$ cat src/rtl/mcash_pkg.sv
`default_nettype none
// +------------------------------------------------------------------------+
// | mcash_pkg : shared request-path types and widths for the cross bar     |
// | Rev 1.0                                                                 |
// +------------------------------------------------------------------------+
package mcash_pkg;

    localparam int c_CH_ID_W = 2;
    localparam int c_ADDR_W  = 28;
    localparam int c_WBID_W  = 8;

    typedef enum logic [1:0] {
        OP_READ  = 2'd0,
        OP_WRITE = 2'd1,
        OP_EVICT = 2'd2,
        OP_FLUSH = 2'd3
    } opcode_t;

endpackage
`default_nettype wire

$ cat src/rtl/xbar_bank_arbiter_rr_arbiter.sv
`default_nettype none
// +------------------------------------------------------------------------+
// | rr_arbiter : combinational round-robin pick starting after last grant  |
// | Rev 1.0                                                                 |
// +------------------------------------------------------------------------+
module rr_arbiter #(
    parameter int NUM_CH  = 3,
    parameter int CH_ID_W = 2
) (
    input  logic [NUM_CH-1:0]  i_req,
    input  logic [CH_ID_W-1:0] i_last_grant,
    output logic [NUM_CH-1:0]  o_grant,
    output logic [CH_ID_W-1:0] o_grant_idx,
    output logic               o_any_grant
);

    always_comb begin
        logic [CH_ID_W-1:0] w_idx;
        w_idx       = '0;
        o_grant     = '0;
        o_grant_idx = '0;
        o_any_grant = 1'b0;
        // Offsets 1..NUM_CH visit every channel once; the previous winner comes last.
        for (int k = 1; k <= NUM_CH; k++) begin
            w_idx = CH_ID_W'((int'(i_last_grant) + k) % NUM_CH);
            if (!o_any_grant && i_req[w_idx]) begin
                o_grant[w_idx] = 1'b1;
                o_grant_idx    = w_idx;
                o_any_grant    = 1'b1;
            end
        end
    end

endmodule
`default_nettype wire

$ cat src/rtl/xbar_bank_arbiter.sv
`default_nettype none
// +------------------------------------------------------------------------+
// | xbar_bank_arbiter : round-robin share of one bank HTU port among       |
// | channels, registered output slice. Option: XBAR_BANK_ARB_PERF_EN       |
// | Rev 1.0                                                                 |
// +------------------------------------------------------------------------+
module xbar_bank_arbiter
    import mcash_pkg::*;
#(
    parameter int NUM_CH  = 3,
    parameter int CH_ID_W = c_CH_ID_W,
    parameter int ADDR_W  = c_ADDR_W,
    parameter int WBID_W  = c_WBID_W
) (
    input  logic                       clk_i,
    input  logic                       rst_i,
    input  logic [NUM_CH-1:0]          ch_req_valid_i,
    output logic [NUM_CH-1:0]          ch_req_ready_o,
    input  logic [NUM_CH*2-1:0]        ch_req_opcode_i,
    input  logic [NUM_CH*ADDR_W-1:0]   ch_req_addr_i,
    input  logic [NUM_CH*WBID_W-1:0]   ch_req_wbid_i,
    output logic                       htu_valid_o,
    input  logic                       htu_ready_i,
    output logic [CH_ID_W-1:0]         htu_ch_id_o,
    output logic [1:0]                 htu_opcode_o,
    output logic [ADDR_W-1:0]          htu_addr_o,
`ifdef XBAR_BANK_ARB_PERF_EN
    output logic [NUM_CH*16-1:0]       perf_grant_cnt_o,
    output logic [15:0]                perf_stall_cnt_o,
`endif
    output logic [WBID_W-1:0]          htu_wbid_o
);

    localparam logic [CH_ID_W-1:0] c_LAST_RST = CH_ID_W'(NUM_CH - 1);

    logic                r_htu_valid;
    logic [CH_ID_W-1:0]  r_htu_ch_id;
    opcode_t             r_htu_opcode;
    logic [ADDR_W-1:0]   r_htu_addr;
    logic [WBID_W-1:0]   r_htu_wbid;
    logic [CH_ID_W-1:0]  r_last_grant;

    logic [NUM_CH-1:0]   w_grant;
    logic [CH_ID_W-1:0]  w_grant_idx;
    logic                w_any_grant;
    logic                w_slot_free;
    logic                w_fire;

    rr_arbiter #(
        .NUM_CH  (NUM_CH),
        .CH_ID_W (CH_ID_W)
    ) u_rr (
        .i_req        (ch_req_valid_i),
        .i_last_grant (r_last_grant),
        .o_grant      (w_grant),
        .o_grant_idx  (w_grant_idx),
        .o_any_grant  (w_any_grant)
    );

    assign w_slot_free    = !r_htu_valid || htu_ready_i;
    assign w_fire         = rst_i && w_slot_free && w_any_grant;
    assign ch_req_ready_o = w_fire ? w_grant : '0;

    always_ff @(posedge clk_i) begin
        if (!rst_i) begin
            r_htu_valid  <= 1'b0;
            r_htu_ch_id  <= '0;
            r_htu_opcode <= OP_READ;
            r_htu_addr   <= '0;
            r_htu_wbid   <= '0;
            r_last_grant <= c_LAST_RST;
        end else if (w_slot_free) begin
            r_htu_valid <= w_any_grant;
            if (w_any_grant) begin
                r_htu_ch_id  <= w_grant_idx;
                r_htu_opcode <= opcode_t'(ch_req_opcode_i[w_grant_idx*2 +: 2]);
                r_htu_addr   <= ch_req_addr_i[w_grant_idx*ADDR_W +: ADDR_W];
                r_htu_wbid   <= ch_req_wbid_i[w_grant_idx*WBID_W +: WBID_W];
                r_last_grant <= w_grant_idx;
            end
        end
    end

    assign htu_valid_o  = r_htu_valid;
    assign htu_ch_id_o  = r_htu_ch_id;
    assign htu_opcode_o = r_htu_opcode;
    assign htu_addr_o   = r_htu_addr;
    assign htu_wbid_o   = r_htu_wbid;

`ifdef XBAR_BANK_ARB_PERF_EN
    logic [15:0] r_stall_cnt;

    generate
        for (genvar c = 0; c < NUM_CH; c++) begin : g_perf_grant
            logic [15:0] r_grant_cnt;
            always_ff @(posedge clk_i) begin
                if (!rst_i) begin
                    r_grant_cnt <= '0;
                end else if (ch_req_ready_o[c] && ch_req_valid_i[c] && r_grant_cnt != 16'hFFFF) begin
                    r_grant_cnt <= r_grant_cnt + 16'd1;
                end
            end
            assign perf_grant_cnt_o[c*16 +: 16] = r_grant_cnt;
        end
    endgenerate

    always_ff @(posedge clk_i) begin
        if (!rst_i) begin
            r_stall_cnt <= '0;
        end else if (r_htu_valid && !htu_ready_i && r_stall_cnt != 16'hFFFF) begin
            r_stall_cnt <= r_stall_cnt + 16'd1;
        end
    end

    assign perf_stall_cnt_o = r_stall_cnt;
`endif

endmodule
`default_nettype wire

$ cat config.mk
export PLATFORM = sky130hd
export DESIGN_NAME = xbar_bank_arbiter
export DESIGN_NICKNAME = d
export VERILOG_FILES = /design/src/rtl/mcash_pkg.sv /design/src/rtl/xbar_bank_arbiter_rr_arbiter.sv /design/src/rtl/xbar_bank_arbiter.sv
export SDC_FILE = /design/constraint.sdc
export NUM_CORES = 1
export LEC_CHECK = 0
export ABC_AREA = 1
export CORE_MARGIN = 2
export CORE_UTILIZATION = 40
export CTS_CLUSTER_SIZE = 40
export DETAILED_ROUTE_END_ITERATION = 12
export PLACE_DENSITY = 0.86
export SLEW_MARGIN = 25
export SYNTH_ARGS = -nofsm -noshare
export SYNTH_HDL_FRONTEND = slang
export SYNTH_HIERARCHICAL = 1
export SYNTH_SLANG_ARGS = --single-unit
$ cat constraint.sdc
create_clock -name clk_i -period 2.6 [get_ports clk_i]
set_input_delay 0.39 -clock clk_i [delete_from_list [all_inputs] [get_ports clk_i]]
set_output_delay 0.39 -clock clk_i [all_outputs]
set_load 0.05 [all_outputs]
[Yosys cells after proc, flatten, opt, wreduce, memory -nomap -nowiden]
Index checks and enable logic that the tools add are counted.
Word-level totals
  input bits: 120
  output and inout port bits: 44
  bits in registers: 43
  word-level logic and storage cells: 58
Cells by class
  reduce and logical (&&, ||, !) cells: 12
  shifts and indexed selects: 3
  bitwise operators: 2
  multiplexer cells: 22
  add/subtract/negate cells: 3
  div/mod/pow operators: 3
  multipliers: 1
  order comparisons: 6
Operators with widths (count)
  $mod 32x3->32 const B: 3
  $shiftx 84x8->28: 1
  $shiftx 24x6->8: 1
  $mux 3: 4
  $lt 2x3->1 const B: 3
  $mux 1: 9
  $logic_and 1x1->1: 7
  $add 2x2->3 const B: 2
  $bmux 1 s2: 3
  $demux 1 s2: 3
  $ge 2x1->1 const B: 3
  $mux 2: 3
  $or 3x3->3: 2
  $shiftx 6x4->2: 1
  $mul 2x3->5 const B: 1
  $add 2x1->3 const B: 1
  $logic_not 1->1: 3
  $reduce_and 2->1: 1
  $logic_or 1x1->1: 1

[Longest topological paths before layout]
  word-level depth: 13
  mapped depth: 18

[Hierarchy]
The synthesis kept the hierarchy.
By module, submodules not included
  xbar_bank_arbiter: cells each 552, area an instance 2914.0 µm², times used 1
  rr_arbiter: cells each 64, area an instance 329.1 µm², times used 1

[Worst setup path after synthesis]
No wires, ideal clock.
  path kind: register to output
  start: reg, netlist name htu_ch_id_o[0]
  end: out ch_req_ready_o[0]
  required time: 2.210 ns
  cell stages (with the launch flop): 11
  path slack: -0.044 ns
  data arrival time: 2.254 ns
  cell sequence: dfxtp_1 > inv_1 > ha_1 > o21ai_0 > nand2_2 > nand2_2 > or2_1 > nand2_1 > inv_1 > nand2_1 > nor2_1
RTL lines
  end: declaration: line xbar_bank_arbiter.sv:18  | output logic [NUM_CH-1:0] ch_req_ready_o,

==> metrics.md <==
| Metric | Value |
|---|---|
| Final Skew | `between 0.003 and 0.004 ns` |
| Die area | `slightly below 0.009 mm2` |
| WL met3 | `about 890 um` |
| Met2 routed WL | `between 4000 and 5000 um` |
| Count of final hold-check violations | `0` |
| DRT met1 WL | `3826 um` |
| Worst R2R Start | `htu_ch_id_o[0]$_SDFFE_PN0P_` |
| Post-place setup slack | `about 0.074 ns` |
| Util after Layout | `approximately two thirds` |
| Placed Area | `~0.005 mm2` |
| Initial drt markers | `between 200 and 250` |
| Vias | `slightly below 4k` |
| Mapped Cells | `616` |
| CTS tree | `yes` |
| DP HPWL | `approximately 7300 um` |
| Initial core utilization | `between 40% and 50%` |
| Cell mode on critical path | `nand2_2` |
| Max frequency | `between 400 and 500 MHz` |
| Final WS setup | `~0.11 ns` |
| Clk sinks | `42` |
| Gr ovfl total | `0` |
| CP Launch Point | `htu_ch_id_o[0]$_SDFFE_PN0P_` |
| Core area | `0.007807 mm2` |
| Crit path required time | `2.21 ns` |
| Die Ht | `about 94 um` |
| Max Root-Sink Buffers | `2` |
| Reg area | `roughly 840 um2` |
| Layout area overhead | `57.87%` |
| First-pass GRT wire length | `between 15000 and 20000 um` |
| Cell Area, Synth | `about 0.0032 mm2` |
| Top sig layer | `met4` |
| Post-Route WL | `a little under 10000 um` |
| Aggregate negative setup slack | `0 ns` |
| Hold Path Class | `reg -> reg` |
| Gr usage total | `between 20% and 30%` |
| Vias in the first global route | `~3.7k` |
| Static leakage | `between 2 and 3 nW` |
| Routed vias/inst | `4.524` |
| Multi-input gate area | `between 0.0015 and 0.002 mm2` |
| Critical Path AT | `approximately 2.1 ns` |
| Ports | `between 150 and 200` |
| Rows | `32` |
| Setup Crit Path Kind | `reg -> out` |
| PD cells | `between 1000 and 1500 mW/mm2` |
| Final Cycle Share | `between 90% and 100%` |
| Share of layout cells above drive strength 1 | `~5%` |
| Max cap viols | `0` |
| Sequential share of the synthesized area | `between 20 and 30%` |
| Clock Tree Root | `clkbuf_8` |
| Routed Antenna Nets | `0` |
| Count of cell types in the netlist | `20` |
| Final Max Slew Viols | `0` |
| Global placement routability congestion | `0.8860` |
| Count of final setup violators | `0` |
| Reg clk slew, reported paths | `approximately 0.08 ns` |
| Synthesized area per cell | `5.265 um2` |
| Worst Path Max Fanout | `8` |
| Worst slew pin tran | `about 0.55 ns` |
| Horiz. Die Dim | `between 90 and 100 um` |
| Fin nets | `892` |
| Synth warn | `6` |
| Worst path max stage delay | `approximately 0.34 ns` |
| Syn nets | `740` |
| Largest net degree at the start of global routing | `81` |
| Critical-path cell list | `inv_1, ha_4, inv_2, nand2_2, nand3_2, nand2_4, nand2_2, or2_1, nand2_2, inv_1, nand2_2, nor2_2, buf_12` |
| Crit end category | `output port` |
| Inserted Clock Buffers | `5` |
| Clock Latency Late Sink | `about 0.29 ns` |
| Worst hold start | `htu_ch_id_o[1]$_SDFFE_PN0P_` |
| Initial antenna violation count | `0` |
| Drt drc | `0` |
| Routed length per instance | `approximately 11 um` |
| Filler cells | `about 700` |
| Total design power | `roughly 0.0067 W` |
| Startpoint class of the critical path | `flop` |
| Detailed Routing Iterations Pass 1 | `6` |
| I/O Buffers | `approximately 160` |
| Peak VDD IR | `between 0.0007 and 0.0008 V` |
| Post-synthesis register bit count | `42` |
| Status | `finished clean` |
| Finished Cell Area | `~0.0051 mm2` |
| Fin crit period | `2.493 ns` |
| ANT cells | `0` |
| H-Tree Depth | `2` |
| Crit path max-delay cell type | `dfxtp_2` |
| Slew HR | `between 60% and 70%` |
cells in the final DEF, fill, tap and decap left out:
| cell | netlist | final |
|---|---|---|
| clkbuf_8 | 0 | 6 |
| clkbuf_1 | 7 | 1 |
| clkinv_2 | 1 | 1 |
| clkdlybuf4s50_1 | 0 | 160 |
| dfxtp_1 | 42 | 40 |
| ha_2 | 0 | 1 |
| inv_2 | 2 | 2 |
| nand2_2 | 3 | 4 |
| dfxtp_2 | 0 | 2 |
| o31ai_4 | 1 | 1 |
| o21ai_1 | 0 | 1 |
| nand3_1 | 51 | 51 |
| nor2_2 | 0 | 3 |
| o21ai_0 | 3 | 2 |
| nand3_2 | 1 | 1 |
| ha_4 | 0 | 1 |
| buf_4 | 2 | 9 |
| a31oi_1 | 1 | 1 |
| nor2_1 | 83 | 80 |
| nand2_4 | 0 | 1 |
| buf_12 | 0 | 6 |
| a21oi_1 | 40 | 40 |
| inv_1 | 172 | 172 |
| or2_1 | 1 | 1 |
| ha_1 | 4 | 2 |
| nand2_1 | 181 | 179 |
| inv_6 | 0 | 1 |
timing repair:
item / in CTS / in global routing
resized for setup: 4 / 7
pin swaps: 1 / 3
hold buffers: 0 / 0
setup endpoints to repair: 3 / 3
endpoints found under the hold margin: 0 / 0
setup buffers: 1 / 3
final timing paths:
kind	endpoint	slack (ns)	cells after the start
worst max-delay path	ch_req_ready_o[1]	0.11	13
worst min register to register	htu_ch_id_o[1]$_SDFFE_PN0P_	0.47	2
worst max register to register	htu_addr_o[7]$_SDFFE_PN0P_	0.36	13
worst min-delay path	htu_ch_id_o[1]$_SDFFE_PN0P_	0.47	2
flip-flops by register name, summed over array words and instances (netlist names):
register / count
htu_valid_o: 1
htu_wbid_o: 8
htu_opcode_o: 2
htu_addr_o: 28
htu_ch_id_o: 2
r_last_grant: 1
through the flow:
step,hold WS [ns],cells
floorplan,0.4787,616
global placement,0.4567,859
detailed placement,0.4569,859
CTS,0.4690,868
global route,0.4992,871
finish,0.4661,871
critical path: cells and delay by family (launching register included):
family / cells / cell delay (ns)
simple gates: 8 / 0.80
buf+inv: 4 / 0.35
flops: 1 / 0.34
fa+ha+maj: 1 / 0.32
kinds of logic (layout without fill, tap and decap cells):
family	Yosys count	after routing	synth area share, %
DFF	42	42	25.93
buffers and inverters	205	358	25.54
adders and majority gates	4	4	1.543
and+or+nand+nor	320	320	39.51
AOI/OAI and AO/OA	45	45	7.484
power by group:
group / switching [W] / total, W / leakage [nW] / internal [W]
sequential: 0.000140 / 0.00107 / 0.350 / 0.000933
combinational: 0.00333 / 0.00517 / 2.40 / 0.00184
clock: 0.000233 / 0.000453 / 0.0489 / 0.000220
metal layers:
layer  global-route usage (%)  vias to the layer above
met1                    24.78                     1690
met5                        0                        -
li1                         -                     2053
met4                    7.246                        0
met2                    41.49                      177
met3                    5.136                       20
final cells by class:
cell class                      count  share of cell area (%)
Clock inverter                      1                  0.1711
Multi-Input combinational cell    369                   31.38
Tap cell                          102                   2.493
Inverter                          175                   12.85
Sequential cell                    42                   16.47
Timing Repair Buffer              175                   34.95
Clock buffer                        7                   1.686
Yosys cell counts (all sizes together):
cell    instances  area [um2]
a31oi           1       6.260
or2             1       6.260
clkinv          1       5.000
o31ai           1       21.27
dfxtp          42       840.8
inv           174       653.1
o21ai           3       15.01
clkbuf          7       26.28
nor2           83       311.6
a21oi          40       200.2
buf            23       143.9
ha              4       50.05
nand3          52       265.3
nand2         184       698.2
No activity file was read; power rests on OpenSTA's default activity.
